[src/rtl/note_timer_mc_if.sv]
// ---------------------------------------------------------------------------
// note_timer_mc_if
// Bundles the beat/hold/load/duration inputs and the playing/note_done/
// any_done/remaining outputs of the multi-channel note timer.
//   master : sequencer side (drives beat, hold, load, duration)
//   slave  : timer side (drives playing, note_done, any_done, remaining)
// Parameters N_CH and DUR_W must match those of the attached note_timer_mc.
// ---------------------------------------------------------------------------
interface note_timer_mc_if #(
    parameter int N_CH  = 4,
    parameter int DUR_W = 6
);
    logic                    beat;
    logic                    hold;
    logic [N_CH-1:0]         load;
    logic [N_CH*DUR_W-1:0]   duration;
    logic [N_CH-1:0]         playing;
    logic [N_CH-1:0]         note_done;
    logic                    any_done;
    logic [N_CH*DUR_W-1:0]   remaining;

    modport master (
        output beat, hold, load, duration,
        input  playing, note_done, any_done, remaining
    );

    modport slave (
        input  beat, hold, load, duration,
        output playing, note_done, any_done, remaining
    );
endinterface

[src/rtl/note_timer_mc.sv]
// ---------------------------------------------------------------------------
// note_timer_mc
// Multi-channel note-duration timer. Each channel loads a note length in
// beats, counts it down on the shared beat tick, pulses note_done for one
// cycle when the note ends and then idles until the next load.
//
// Ports:
//   clk    : system clock, rising edge
//   rst_n  : asynchronous active-low reset
//   bus    : note_timer_mc_if.slave
//              beat, hold, load[N_CH], duration[N_CH*DUR_W] (inputs)
//              playing[N_CH], note_done[N_CH], any_done,
//              remaining[N_CH*DUR_W]                       (outputs)
//
// Optional feature macro: NOTE_GAP_EN
//   defined   : notes end with GAP_TICKS silent beats (GAP state) before
//               note_done
//   undefined : PLAY goes straight to DONE; GAP_TICKS is ignored
// ---------------------------------------------------------------------------
module note_timer_mc #(
    parameter int N_CH      = 4,
    parameter int DUR_W     = 6,
    parameter int GAP_TICKS = 1
) (
    input  logic             clk,
    input  logic             rst_n,
    note_timer_mc_if.slave   bus
);

    typedef enum logic [1:0] {
        S_IDLE = 2'd0,
        S_PLAY = 2'd1,
        S_GAP  = 2'd2,
        S_DONE = 2'd3
    } state_t;

    // Elaboration-time guard on parameter ranges.
    if (N_CH < 1 || N_CH > 8 || GAP_TICKS < 0 || GAP_TICKS > 15) begin : g_param_err
        $error("note_timer_mc: N_CH must be 1..8 and GAP_TICKS 0..15");
    end

    logic                  tick;
    logic [N_CH-1:0]       playing_w;
    logic [N_CH-1:0]       done_w;
    logic [N_CH*DUR_W-1:0] rem_w;

    // A beat only counts while hold is low.
    assign tick = bus.beat & ~bus.hold;

    genvar gi;
    for (gi = 0; gi < N_CH; gi++) begin : g_ch
        state_t            state_q, state_d;
        logic [DUR_W-1:0]  cnt_q, cnt_d;
        logic [DUR_W-1:0]  dur;
`ifdef NOTE_GAP_EN
        logic [3:0]        gap_q, gap_d;
`endif

        assign dur = bus.duration[gi*DUR_W +: DUR_W];

        always_ff @(posedge clk or negedge rst_n) begin
            if (!rst_n) begin
                state_q <= S_IDLE;
                cnt_q   <= '0;
`ifdef NOTE_GAP_EN
                gap_q   <= '0;
`endif
            end else begin
                state_q <= state_d;
                cnt_q   <= cnt_d;
`ifdef NOTE_GAP_EN
                gap_q   <= gap_d;
`endif
            end
        end

        always_comb begin
            state_d = state_q;
            cnt_d   = cnt_q;
`ifdef NOTE_GAP_EN
            gap_d   = gap_q;
`endif
            if (bus.load[gi]) begin
                // Load wins in every state, including DONE and mid-note.
                if (dur != '0) begin
                    state_d = S_PLAY;
                    cnt_d   = dur;
                end else begin
                    state_d = S_DONE;
                    cnt_d   = '0;
                end
            end else begin
                case (state_q)
                    S_IDLE: state_d = S_IDLE;
                    S_PLAY: begin
                        if (tick) begin
                            if (cnt_q == DUR_W'(1)) begin
                                cnt_d = '0;
`ifdef NOTE_GAP_EN
                                if (GAP_TICKS > 0) begin
                                    state_d = S_GAP;
                                    gap_d   = 4'(GAP_TICKS);
                                end else begin
                                    state_d = S_DONE;
                                end
`else
                                state_d = S_DONE;
`endif
                            end else begin
                                // Only reached with cnt_q >= 2, so no wrap.
                                cnt_d = cnt_q - 1'b1;
                            end
                        end
                    end
`ifdef NOTE_GAP_EN
                    S_GAP: begin
                        if (tick) begin
                            if (gap_q == 4'd1) begin
                                state_d = S_DONE;
                                gap_d   = '0;
                            end else begin
                                gap_d = gap_q - 1'b1;
                            end
                        end
                    end
`endif
                    S_DONE: state_d = S_IDLE;
                    default: state_d = S_IDLE;
                endcase
            end
        end

        assign playing_w[gi]              = (state_q == S_PLAY);
        assign done_w[gi]                 = (state_q == S_DONE);
        assign rem_w[gi*DUR_W +: DUR_W]   = (state_q == S_PLAY) ? cnt_q : '0;
    end

    assign bus.playing   = playing_w;
    assign bus.note_done = done_w;
    assign bus.any_done  = |done_w;
    assign bus.remaining = rem_w;

endmodule

[src/flat_wrapper.sv]
// flat-port wrapper written by rule: the top's interface ports become plain ports
module note_timer_mc_flat 
#(
    parameter int N_CH      = 4,
    parameter int DUR_W     = 6,
    parameter int GAP_TICKS = 1
)
  (clk, rst_n, bus_beat, bus_hold, bus_load, bus_duration, bus_playing, bus_note_done, bus_any_done, bus_remaining);
  note_timer_mc_if #(.N_CH(N_CH), .DUR_W(DUR_W)) bus_i ();
  input  logic clk;
  input  logic rst_n;
  input wire logic [$bits(bus_i.beat)-1:0] bus_beat;
  input wire logic [$bits(bus_i.hold)-1:0] bus_hold;
  input wire logic [$bits(bus_i.load)-1:0] bus_load;
  input wire logic [$bits(bus_i.duration)-1:0] bus_duration;
  output wire logic [$bits(bus_i.playing)-1:0] bus_playing;
  output wire logic [$bits(bus_i.note_done)-1:0] bus_note_done;
  output wire logic [$bits(bus_i.any_done)-1:0] bus_any_done;
  output wire logic [$bits(bus_i.remaining)-1:0] bus_remaining;
  assign bus_i.beat = bus_beat;
  assign bus_i.hold = bus_hold;
  assign bus_i.load = bus_load;
  assign bus_i.duration = bus_duration;
  assign bus_playing = bus_i.playing;
  assign bus_note_done = bus_i.note_done;
  assign bus_any_done = bus_i.any_done;
  assign bus_remaining = bus_i.remaining;
  note_timer_mc #(.N_CH(N_CH), .DUR_W(DUR_W), .GAP_TICKS(GAP_TICKS)) u_core (.clk(clk), .rst_n(rst_n), .bus(bus_i));
endmodule
[config.mk]
export PLATFORM = sky130hd
export DESIGN_NAME = note_timer_mc_flat
export DESIGN_NICKNAME = d
export VERILOG_FILES = /design/src/rtl/note_timer_mc_if.sv /design/src/rtl/note_timer_mc.sv /design/src/flat_wrapper.sv
export SDC_FILE = /design/constraint.sdc
export NUM_CORES = 1
export LEC_CHECK = 0
export BUFFER_PORTS_ARGS = -buffer_cell sky130_fd_sc_hd__buf_2
export CAP_MARGIN = 20
export CORE_MARGIN = 5
export CORE_UTILIZATION = 51
export DETAILED_ROUTE_END_ITERATION = 7
export PLACE_DENSITY = 0.79
export SLEW_MARGIN = 20
export SYNTH_ARGS = -nofsm -noshare
export SYNTH_HDL_FRONTEND = slang
export SYNTH_SLANG_ARGS = --single-unit
[constraint.sdc]
create_clock -name clk -period 2.1 [get_ports clk]
set_clock_uncertainty 0.05 [all_clocks]
set_input_delay 0.42 -clock clk [delete_from_list [all_inputs] [get_ports clk]]
set_output_delay 0.42 -clock clk [all_outputs]
set_load 0.01 [all_outputs]
* After elaboration in Yosys (flattened, before gate mapping) *
Cells that the tools add are included.

word-level totals
  bits in registers = 32
  output and inout bits = 33

cells by class
  add/subtract/negate cells = 4
  eq/ne operators = 20
  multiplexer cells = 44
  bitwise operators = 2
  reductions and logical operators = 21

operators with widths
  kind                   number
  $mux W6                24
  $mux W2                20
  $eq A6 B1 Y1 const B   4
  $ne A3 B2 Y1 const B   8
  $reduce_bool A6 Y1     4
  $sub A6 B1 Y6 const B  4
  $reduce_and A2 Y1      8
  $reduce_bool A2 Y1     8
  $eq A2 B1 Y1 const B   4
  $eq A2 B2 Y1 const B   4
  $reduce_or A4 Y1       1
  $and A1 B1 Y1          1
  $not A1 Y1             1

* Depth between registers and ports, before layout *
  word-level depth = 5
  depth in mapped cells = 6
  gate-level depth less buffers = 6

* Worst setup path after synthesis *
Ideal clock, no wire load.

  kind = input port to flip-flop
  start point = input port bus_hold
  end point = register u_core.g_ch[1].cnt_q[4]
  setup time = 0.082 ns
  arrival time = 1.515 ns
  required time = 1.968 ns
  slack = 0.453 ns
  stages on the path = 5
  buffers on the path = 1
  cell sequence = nand4bb_1 -> buf_2 -> a211oi_2 -> or4b_1 -> a31oi_1

on the way
  longest elaborated chain between the ends = 4

ends and longest elaborated chain
  item                                 line                 source
  start, declared                      flat_wrapper.sv:13   input wire logic [$bits(bus_i.hold)-1:0] bus_hold;
  $not A1 Y1                           note_timer_mc.sv:48  assign tick = bus.beat & ~bus.hold;
  $and A1 B1 Y1                        note_timer_mc.sv:48
  $reduce_bool A2 Y1 (no source line)  --
  $reduce_and A2 Y1 (no source line)   --
  end signal, assigned                 note_timer_mc.sv:70  cnt_q <= cnt_d;
  end, declared                        note_timer_mc.sv:53  logic [DUR_W-1:0] cnt_q, cnt_d;

Every way passes these cells.
A chain may end at the register's enable or synchronous reset.

* Final worst setup path *
  start point = register u_core.g_ch[3].state_q[1]
  end point = output port bus_any_done

on the way
  longest elaborated chain between the ends = 2

ends and longest elaborated chain
  item                    line                  source
  start, declared         note_timer_mc.sv:52   state_t state_q, state_d;
  start signal, assigned  note_timer_mc.sv:69   state_q <= state_d;
  $eq A2 B2 Y1            note_timer_mc.sv:134  assign done_w[gi] = (state_q == S_DONE);
  $reduce_or A4 Y1        note_timer_mc.sv:140  assign bus.any_done = |done_w;
  end, declared           flat_wrapper.sv:18    output wire logic [$bits(bus_i.any_done)-1:0] bus_any_done;

Every way passes these cells.

==> run metrics <==
classification of the worst setup path register to output port; post-layout min period 1.963 ns; maximum clock insertion buffer count 2; outcome completed; Distinct cells, synth 34; initial antenna violation count 0; Max-slew headroom 0.5143; clock sink total 32; CP startpoint kind register; power density cells 690.7 nW/um^2; Final period util 0.9349; post-synthesis sequential area ratio 0.3816; most frequent cells in the layout buf_2, dfrtp_1, and2_1; first-pass GRT wire length 7935 um; post_cts resized 0; Worst VDD drop around 0.47 mV; Gate Count Post-Synth 250; Post-CTS Setup Bufs 0; routed vias/inst 5.355; CP max FO 4; CTS Root Cell clkbuf_8; Hold/Removal Path Class primary input to async pin; row count 23; Routed WL 4833 um; Die X 74.14 um; Slew @ Worst Pin between 0.7 and 0.8 ns; dpl ws 0.2463 ns; cts bufs inserted 5; Tot GR Track Use 0.1868; Slew Limit Fails 0; DR WL/cell approximately 13 um; Synth Warn # 0; maxcap violations 0; fmax ~0.5 GHz; Nets 358; pin count of the biggest net entering global routing 33; layout cells sized above 1 0.2665; DR vias 1976; Final WS setup 0.1367 ns; Design Area, Final 2618 um^2; antenna cells 0; CTS tree built; syn nets 290; I/O Buffers between 60 and 70; clk slew on worst S/H paths 0.07 ns; Initial Util 0.5246; Starting DRT DRC Count 143; #FFs+latches synth 32; CP Data Required Time 1.63 ns; Initial DRT Pass Iterations 4; CTS Hold Bufs 0; number of remaining DRC errors 0; placed wire-length estimate between 3000 and 4000 um; vias in the first global route 1800; gpl congestion roughly 0.80; most common cell after layout, fill and taps aside buf_2; htree depth 2; synthesis-to-finish area growth 24.75%; layout filler cell count 365; Clock Latency Late Sink about 0.28 ns; Mean Syn Cell Area 8.393 um^2; Core Area 4000 um^2; Die Ht 74.14 um; setup_tns 0 ns; Fin. Hold Viols 0; Die ar. 5497 um^2; gr ovfl total 0; RSZ-0062 raised after global routing false; Leak Pwr 1.209 nW; Setup crit end kind output port; Post-Syn Area 2098 um^2; IO Pins 65; ANT nets after route 0; endpoints failing setup 0; Placed Area approximately 2500 um^2; WP data arrival 1.49 ns; r2r setup slk 0.42 ns
## synthesized netlist by cell type
cell       number  area [um^2]
dfrtp_1        32        800.8
and2_1         28        175.2
nor2_1         22        82.58
nand2_1        21        78.83
a21oi_1        18        90.09
inv_1          13        48.80
o21ai_0        13        65.06
o21ai_1        11        55.05
nor2b_1         9        56.30
nor4_1          9        56.30
clkbuf_1        8        30.03
ha_1            8        100.1
nand3_1         8        40.04
mux2i_1         7        70.07
a211oi_1        5        37.54
nand4bb_1       4        45.04
o31ai_1         4        30.03
or2_2           4        25.02
nand2b_1        3        18.77
a221o_1         2        20.02
a31oi_1         2        12.51
nor3_1          2        10.01
nor4_2          2        25.02
nor4b_1         2        17.52
o21a_1          2        15.01
o31a_1          2        17.52
or4_1           2        15.01
a211oi_2        1        12.51
buf_2           1        5.000
nor3b_1         1        7.510
nor4bb_1        1        10.01
or2_0           1        6.260
or3b_1          1        8.760
or4b_1          1        10.01
## stage by stage
stage	power, mW	std cells	hold WS [ns]	util
after floorplan	1.000	250	0.07441	-
after detailed placement	1.167	361	0.4723	0.6228
final	1.808	369	0.1335	0.6544
after CTS	1.831	369	0.1587	0.6544
after global routing	1.911	369	0.1959	0.6544
after global placement	1.155	361	0.4729	0.6228
## flip-flops by register name, indices dropped and copies added, names as in the netlist
signal               flops
u_core.g_ch.cnt_q       24
u_core.g_ch.state_q      8
## routing by layer
metal | global-route usage | vias up | part of all wire
met2 | 0.2894 | 60 | 0.47
met1 | 0.2549 | 891 | 0.45
met4 | 0.05634 | 0 | 0.010
li1 | - | 1018 | -
met5 | 0 | - | 0
met3 | 0.05270 | 7 | 0.078
## worst paths after layout
path                                                            end  depth (start not counted)                                   from
worst max-delay path                                   bus_any_done                          3  u_core.g_ch[3].state_q[1]$_DFFE_PN0P_
worst min-delay path            u_core.g_ch[2].cnt_q[0]$_DFFE_PN0P_                          1                                  rst_n
worst max register to register  u_core.g_ch[1].cnt_q[4]$_DFFE_PN0P_                          4  u_core.g_ch[1].state_q[1]$_DFFE_PN0P_
worst min register to register  u_core.g_ch[2].cnt_q[5]$_DFFE_PN0P_                          2    u_core.g_ch[2].cnt_q[5]$_DFFE_PN0P_
max in group asynchronous       u_core.g_ch[1].cnt_q[5]$_DFFE_PN0P_                          1                                  rst_n
min in group clk                u_core.g_ch[0].cnt_q[0]$_DFFE_PN0P_                          3                        bus_duration[0]
## layout make-up
| cell class | count | area, um^2 | share of cell area |
|---|---|---|---|
| clock buffer | 7 | 96.34 | 0.03681 |
| clock inverter | 1 | 30.03 | 0.01147 |
| inverter | 13 | 48.80 | 0.01864 |
| multi-input combinational | 196 | 1214 | 0.4637 |
| sequential | 32 | 800.8 | 0.3059 |
| tap | 50 | 62.56 | 0.02390 |
| timing repair buffer | 70 | 365.4 | 0.1396 |
## worst max-delay path, cell delays in order (launching register included)
cell,delay (ns)
dfrtp_1,0.41
and2_1,0.17
or4_1,0.48
buf_2,0.15
## report_power, final
group	switching, mW	leakage [nW]	total (mW)	internal, mW
Clock	0.234	0.0645	0.652	0.419
Sequential	0.0734	0.380	0.743	0.670
Combinational	0.220	0.765	0.412	0.192
## kinds of logic after synthesis
logic type	Yosys count	share of synthesized area
fa+ha+maj	8	0.04771
compound gates	60	0.1693
simple gates	121	0.3280
mux	7	0.03339
flops	32	0.3816
buf+inv	22	0.03995
No activity file was read; power rests on OpenSTA's default activity.
